## config.mk

```make
export PLATFORM = sky130hd
export DESIGN_NAME = alu_share_arbiter_flat
export DESIGN_NICKNAME = d
export VERILOG_FILES = /design/src/rtl/alu_share_arbiter_if.sv /design/src/rtl/alu_share_arbiter.sv /design/src/flat_wrapper.sv
export SDC_FILE = /design/constraint.sdc
export NUM_CORES = 1
export LEC_CHECK = 0
export ABC_AREA = 1
export BUFFER_PORTS_ARGS = -buffer_cell sky130_fd_sc_hd__clkbuf_2
export CORE_AREA = 4 4 121 123
export CTS_BUF_LIST = sky130_fd_sc_hd__clkbuf_8
export DETAILED_ROUTE_END_ITERATION = 16
export DIE_AREA = 0 0 125 127
export PLACE_DENSITY = 0.71
export SYNTH_ARGS = -nofsm -noshare
export SYNTH_HDL_FRONTEND = slang
export SYNTH_SLANG_ARGS = --single-unit
```

## constraint.sdc

```tcl
create_clock -name clk -period 2.2 [get_ports clk]
set_input_delay 0.22 -clock clk [delete_from_list [all_inputs] [get_ports clk]]
set_output_delay 0.22 -clock clk [all_outputs]
set_load 0.02 [all_outputs]
```

## src/rtl/alu_share_arbiter_if.sv

```systemverilog
// Request/response channels of the two requesters sharing one ALU.
// The master side is the requester and the slave side is the arbiter.
interface alu_share_arbiter_if #(
   parameter int DATA_W = 32,
   parameter int OP_W   = 4
);
   logic              req0_valid;
   logic              req0_ready;
   logic [OP_W-1:0]   req0_op;
   logic [DATA_W-1:0] req0_a;
   logic [DATA_W-1:0] req0_b;
   logic              rsp0_valid;
   logic              rsp0_ready;
   logic [DATA_W-1:0] rsp0_result;
   logic              rsp0_zero;

   logic              req1_valid;
   logic              req1_ready;
   logic [OP_W-1:0]   req1_op;
   logic [DATA_W-1:0] req1_a;
   logic [DATA_W-1:0] req1_b;
   logic              rsp1_valid;
   logic              rsp1_ready;
   logic [DATA_W-1:0] rsp1_result;
   logic              rsp1_zero;

   modport master (
      output req0_valid, req0_op, req0_a, req0_b, rsp0_ready,
      output req1_valid, req1_op, req1_a, req1_b, rsp1_ready,
      input  req0_ready, rsp0_valid, rsp0_result, rsp0_zero,
      input  req1_ready, rsp1_valid, rsp1_result, rsp1_zero
   );

   modport slave (
      input  req0_valid, req0_op, req0_a, req0_b, rsp0_ready,
      input  req1_valid, req1_op, req1_a, req1_b, rsp1_ready,
      output req0_ready, rsp0_valid, rsp0_result, rsp0_zero,
      output req1_ready, rsp1_valid, rsp1_result, rsp1_zero
   );
endinterface

```

## src/rtl/alu_share_arbiter.sv

```systemverilog
// Round-robin arbiter sharing one combinational ALU between two requesters,
// each with a one-entry registered response slot.
module alu_share_arbiter #(
   parameter int              DATA_W  = 32,
   parameter int              OP_W    = 4,
   parameter logic [OP_W-1:0] IDLE_OP = OP_W'(4'b1111)
) (
   input  logic              clk,
   input  logic              rst,
   alu_share_arbiter_if.slave bus,
   output logic [OP_W-1:0]   alu_opcode,
   output logic [DATA_W-1:0] alu_op1,
   output logic [DATA_W-1:0] alu_op2,
   input  logic [DATA_W-1:0] alu_result,
   input  logic              alu_zero
);

   logic [1:0]        req_valid;
   logic [1:0]        rsp_ready;
   logic [1:0]        eligible;
   logic [1:0]        grant;

   logic              last_grant_q, last_grant_d;
   logic [1:0]        rsp_valid_q, rsp_valid_d;
   logic [1:0]        rsp_zero_q, rsp_zero_d;
   logic [DATA_W-1:0] rsp_result_q [2];
   logic [DATA_W-1:0] rsp_result_d [2];

   assign req_valid = {bus.req1_valid, bus.req0_valid};
   assign rsp_ready = {bus.rsp1_ready, bus.rsp0_ready};

   // A port may be granted only if its response slot is free or draining now;
   // a tie goes to the port that did not win the last accept.
   always_comb begin : arbitrate
      eligible = {2{~rst}} & req_valid & (~rsp_valid_q | rsp_ready);
      if (&eligible) grant = last_grant_q ? 2'b01 : 2'b10;
      else           grant = eligible;
   end

   assign bus.req0_ready = grant[0];
   assign bus.req1_ready = grant[1];

   always_comb begin : alu_drive
      // NOTE: every output gets a default first so no path leaves it unassigned (no latch).
      alu_opcode = IDLE_OP;
      alu_op1    = '0;
      alu_op2    = '0;
      if (grant[0]) begin
         alu_opcode = bus.req0_op;
         alu_op1    = bus.req0_a;
         alu_op2    = bus.req0_b;
      end else if (grant[1]) begin
         alu_opcode = bus.req1_op;
         alu_op1    = bus.req1_a;
         alu_op2    = bus.req1_b;
      end
   end

   // Drain clears the slot; a same-cycle accept overrides the drain.
   always_comb begin : next_state
      last_grant_d = last_grant_q;
      rsp_valid_d  = rsp_valid_q & ~rsp_ready;
      rsp_zero_d   = rsp_zero_q;
      rsp_result_d = rsp_result_q;
      for (int p = 0; p < 2; p++) begin
         if (grant[p]) begin
            rsp_valid_d[p]  = 1'b1;
            rsp_result_d[p] = alu_result;
            rsp_zero_d[p]   = alu_zero;
            last_grant_d    = 1'(p);
         end
      end
   end

   always_ff @(posedge clk) begin
      // NOTE: state updates use non-blocking assignments so every flop samples pre-edge values.
      if (rst) begin
         last_grant_q <= 1'b1;
         rsp_valid_q  <= '0;
         rsp_zero_q   <= '0;
         for (int p = 0; p < 2; p++) rsp_result_q[p] <= '0;
      end else begin
         last_grant_q <= last_grant_d;
         rsp_valid_q  <= rsp_valid_d;
         rsp_zero_q   <= rsp_zero_d;
         for (int p = 0; p < 2; p++) rsp_result_q[p] <= rsp_result_d[p];
      end
   end

   assign bus.rsp0_valid  = rsp_valid_q[0];
   assign bus.rsp0_result = rsp_result_q[0];
   assign bus.rsp0_zero   = rsp_zero_q[0];
   assign bus.rsp1_valid  = rsp_valid_q[1];
   assign bus.rsp1_result = rsp_result_q[1];
   assign bus.rsp1_zero   = rsp_zero_q[1];

endmodule

```

## src/flat_wrapper.sv

```systemverilog
// flat-port wrapper written by rule: the top's interface ports become plain ports
module alu_share_arbiter_flat 
#(
   parameter int              DATA_W  = 32,
   parameter int              OP_W    = 4,
   parameter logic [OP_W-1:0] IDLE_OP = OP_W'(4'b1111)
)
  (clk, rst, alu_opcode, alu_op1, alu_op2, alu_result, alu_zero, bus_req0_valid, bus_req0_op, bus_req0_a, bus_req0_b, bus_rsp0_ready, bus_req1_valid, bus_req1_op, bus_req1_a, bus_req1_b, bus_rsp1_ready, bus_req0_ready, bus_rsp0_valid, bus_rsp0_result, bus_rsp0_zero, bus_req1_ready, bus_rsp1_valid, bus_rsp1_result, bus_rsp1_zero);
  alu_share_arbiter_if #(.DATA_W(DATA_W), .OP_W(OP_W)) bus_i ();
  input  logic clk;
  input  logic rst;
  output logic [OP_W-1:0] alu_opcode;
  output logic [DATA_W-1:0] alu_op1;
  output logic [DATA_W-1:0] alu_op2;
  input  logic [DATA_W-1:0] alu_result;
  input  logic alu_zero;
  input wire logic [$bits(bus_i.req0_valid)-1:0] bus_req0_valid;
  input wire logic [$bits(bus_i.req0_op)-1:0] bus_req0_op;
  input wire logic [$bits(bus_i.req0_a)-1:0] bus_req0_a;
  input wire logic [$bits(bus_i.req0_b)-1:0] bus_req0_b;
  input wire logic [$bits(bus_i.rsp0_ready)-1:0] bus_rsp0_ready;
  input wire logic [$bits(bus_i.req1_valid)-1:0] bus_req1_valid;
  input wire logic [$bits(bus_i.req1_op)-1:0] bus_req1_op;
  input wire logic [$bits(bus_i.req1_a)-1:0] bus_req1_a;
  input wire logic [$bits(bus_i.req1_b)-1:0] bus_req1_b;
  input wire logic [$bits(bus_i.rsp1_ready)-1:0] bus_rsp1_ready;
  output wire logic [$bits(bus_i.req0_ready)-1:0] bus_req0_ready;
  output wire logic [$bits(bus_i.rsp0_valid)-1:0] bus_rsp0_valid;
  output wire logic [$bits(bus_i.rsp0_result)-1:0] bus_rsp0_result;
  output wire logic [$bits(bus_i.rsp0_zero)-1:0] bus_rsp0_zero;
  output wire logic [$bits(bus_i.req1_ready)-1:0] bus_req1_ready;
  output wire logic [$bits(bus_i.rsp1_valid)-1:0] bus_rsp1_valid;
  output wire logic [$bits(bus_i.rsp1_result)-1:0] bus_rsp1_result;
  output wire logic [$bits(bus_i.rsp1_zero)-1:0] bus_rsp1_zero;
  assign bus_i.req0_valid = bus_req0_valid;
  assign bus_i.req0_op = bus_req0_op;
  assign bus_i.req0_a = bus_req0_a;
  assign bus_i.req0_b = bus_req0_b;
  assign bus_i.rsp0_ready = bus_rsp0_ready;
  assign bus_i.req1_valid = bus_req1_valid;
  assign bus_i.req1_op = bus_req1_op;
  assign bus_i.req1_a = bus_req1_a;
  assign bus_i.req1_b = bus_req1_b;
  assign bus_i.rsp1_ready = bus_rsp1_ready;
  assign bus_req0_ready = bus_i.req0_ready;
  assign bus_rsp0_valid = bus_i.rsp0_valid;
  assign bus_rsp0_result = bus_i.rsp0_result;
  assign bus_rsp0_zero = bus_i.rsp0_zero;
  assign bus_req1_ready = bus_i.req1_ready;
  assign bus_rsp1_valid = bus_i.rsp1_valid;
  assign bus_rsp1_result = bus_i.rsp1_result;
  assign bus_rsp1_zero = bus_i.rsp1_zero;
  alu_share_arbiter #(.DATA_W(DATA_W), .OP_W(OP_W), .IDLE_OP(IDLE_OP)) u_core (.clk(clk), .rst(rst), .bus(bus_i), .alu_opcode(alu_opcode), .alu_op1(alu_op1), .alu_op2(alu_op2), .alu_result(alu_result), .alu_zero(alu_zero));
endmodule
```

==> flow_summary.toml <==
[setup_path]
critPathRequiredTime_ns = 1.98
path_delay_family = "simple AND/OR/NAND/NOR gates"
worstPathArrival_ns = 1.83
cp_max_fo = 65
worstSetupStartpointType = "flip-flop"
end_kind = "output pin"
worstPathCellList = "nand2_1 > nand3_2 > nand2_2 > inv_2 > buf_12 > nand2_1 > nand2_1 > clkbuf_2"
crit_path_frequent_cell = "nand2_1"
slowest_stage = "dfxtp_1"
critPathKind = "flip-flop to output pin"
critPathMaxStageDelay_ns = 0.36
cp_num_buf_inv = 3

[floorplanning]
dieArea_sq_um = 15900
rows = 43
io_pins = 313
design.core.area_sq_um = 13700
die_x_um = 125
start_util_pct = 28.2
die_h_um = 127

[timing]
finClkSkew_ns = 0.00793
rsz0062_at_grt = "no"
final-setup-viol-count = 0
tightest_slew_ns = 0.706
max_freq_ghz = 0.487
period_minus_slack_ns = 2.05
slew-limit-headroom_pct = 53.0
holdWs_ns = 0.132
finalCritPeriodShare_pct = 93.3
setup_tns_ns = 0
hold_viol = 0
slew_violations = 0

[clock_tree]
cts.path.max_buffers = 2
holdBufCountCts = 0
cts_root_buf = "clkbuf_8"
cts_tree = "yes"
cts_sinks = 69
postCtsResizedCells = 0
clk_pin_slew_ns = 0.07
cts_buffers = 9
htree_num_levels = 3
cts_setup_buffers = 0
clk_latency_ns = 0.34

[place]
dp_cells = 1098
io_buffers = 312
place_hpwl_um = 12800
place.gp.congestion = 0.928

[flow_run]
cap_violations = 0

[pwr]
pwr-share-comb_pct = 31.9
power_density_nw_per_um2 = 599
finalPower_mw = 3.36
sequentialPowerShare_pct = 41.3
p_sw_share_pct = 36.0
p_int_mw = 2.15
p_clk_share_pct = 26.8
ir_worst_vdd_mv = 0.517
switching_power_mw = 1.21
leakage_nw = 3.36

[yosys]
synth_top_area_share_pct = 35.9
syn_inst = 647
syn-cell-area_sq_um = 3850
seq_area_frac_synth_pct = 35.9
synthTopCellsByArea = "dfxtp_1 (36%), nand2_1 (25%), a21oi_1 (8.8%)"
synth.distinct_cells = 15
synth_top_area_cell = "dfxtp_1"
synth_fp_nets = 822
ys.warnings.count = 0
ys_ff_latch = 69
syn_avg_cell_area_sq_um = 5.95

[route]
initialDrtViolationCount = 196
drtPass1Iterations = 5
vias_per_cell = 4.48
postRouteAntennaNets = 0
drt_wl_total_um = 16300
drc = 0
via_count = 4996
routedWlPerCell_um = 14.6

[cells_and_area]
layout.nets = 1104
final_cell_mix = "clkbuf_2 (312), nand2_1 (260), nor2_1 (83), dfxtp_1 (69), a21oi_1 (68)"
mostFrequentLayoutCell = "clkbuf_2"
area_delta_synth_final_pct = 45.8
drive_above_1_share_pct = 36.9
fin_cells = 1115

[global_route]
antenna_found_initial = 1
grt_max_degree = 68
grt_pass1_vias = 4652
track_usage_pct = 19.4
grt_overflow = 0
grt_pass1_wl_um = 24700

[hold_path]
holdCritPathClass = "primary input to flip-flop"

[outcome]
status = "complete, no violations"
synth_stat cells:
cell type,instances
dfxtp_1,69
inv_2,3
nor2_4,2
nand3_1,66
nand3_2,2
nor2_1,83
buf_6,3
buf_4,12
nand2_2,4
buf_2,22
inv_1,40
nand2_1,260
clkbuf_1,12
a21oi_1,68
o21ai_0,1
path summary, 6_finish.rpt:
kind / depth (start not counted) / slack, ns / start / end
setup / recovery: 8 / 0.15 / u_core.rsp_valid_q[0]$_SDFF_PP0_ / alu_op2[17]
hold / removal: 2 / 0.13 / rst / u_core.rsp_valid_q[0]$_SDFF_PP0_
setup reg to reg: 6 / 0.65 / u_core.rsp_valid_q[1]$_SDFF_PP0_ / u_core.bus.rsp0_result[12]$_SDFFE_PP0P_
hold reg to reg: 2 / 0.48 / u_core.bus.rsp0_result[21]$_SDFFE_PP0P_ / u_core.bus.rsp0_result[21]$_SDFFE_PP0P_
routing by layer:
metal	vias to the layer above	wire, um	global-route usage (%)
met4	0	357	5.55
met5	-	0	0
met2	213	8450	36.5
li1	2567	-	-
met1	2196	6120	21.0
met3	20	1330	5.77
cell type report:
cell class                      count  area [sq um]
Fill cell                        1509          8050
Multi-Input combinational cell    486          2030
Timing Repair Buffer              320          1650
Sequential cell                    69          1380
Tap cell                          180           225
Inverter                           43           161
Clock buffer                       10           138
Clock inverter                      6          31.3
Antenna cell                        1          2.50
logic make-up (layout without fill, tap and decap cells):
family                 Yosys count  count (layout)  synth area share, %
and+or+nand+nor                417             417                 43.7
buffers and inverters           92             379                 11.4
AOI/OAI and AO/OA               69              69                 8.96
DFF                             69              69                 35.9
other                            0               1                    0
registers in the layout, indices dropped and copies added (netlist names):
signal                  count
u_core.bus.rsp1_result     32
u_core.last_grant_q         1
u_core.rsp_zero_q           2
u_core.rsp_valid_q          2
u_core.bus.rsp0_result     32
per-stage QoR:
step / setup WS [ns] / instance area (sq um) / util [%]
after floorplan: 0.657 / 3850 / -
after global placement: 0.435 / 5450 / 39.8
after detailed placement: 0.393 / 5450 / 39.8
after CTS: 0.0951 / 5610 / 41.1
after global routing: 0.0124 / 5620 / 41.1
final: 0.147 / 5620 / 41.1
power by group through the flow:
stage	registers (mW)	logic [mW]	clock network, mW
after CTS	1.39	1.09	0.940
final	1.39	1.07	0.902
after global routing	1.40	1.18	0.991
after floorplan	1.53	0.539	0
after global placement	1.41	1.08	0
after detailed placement	1.42	1.08	0
Note: power is estimated with default switching activity, not from simulation.
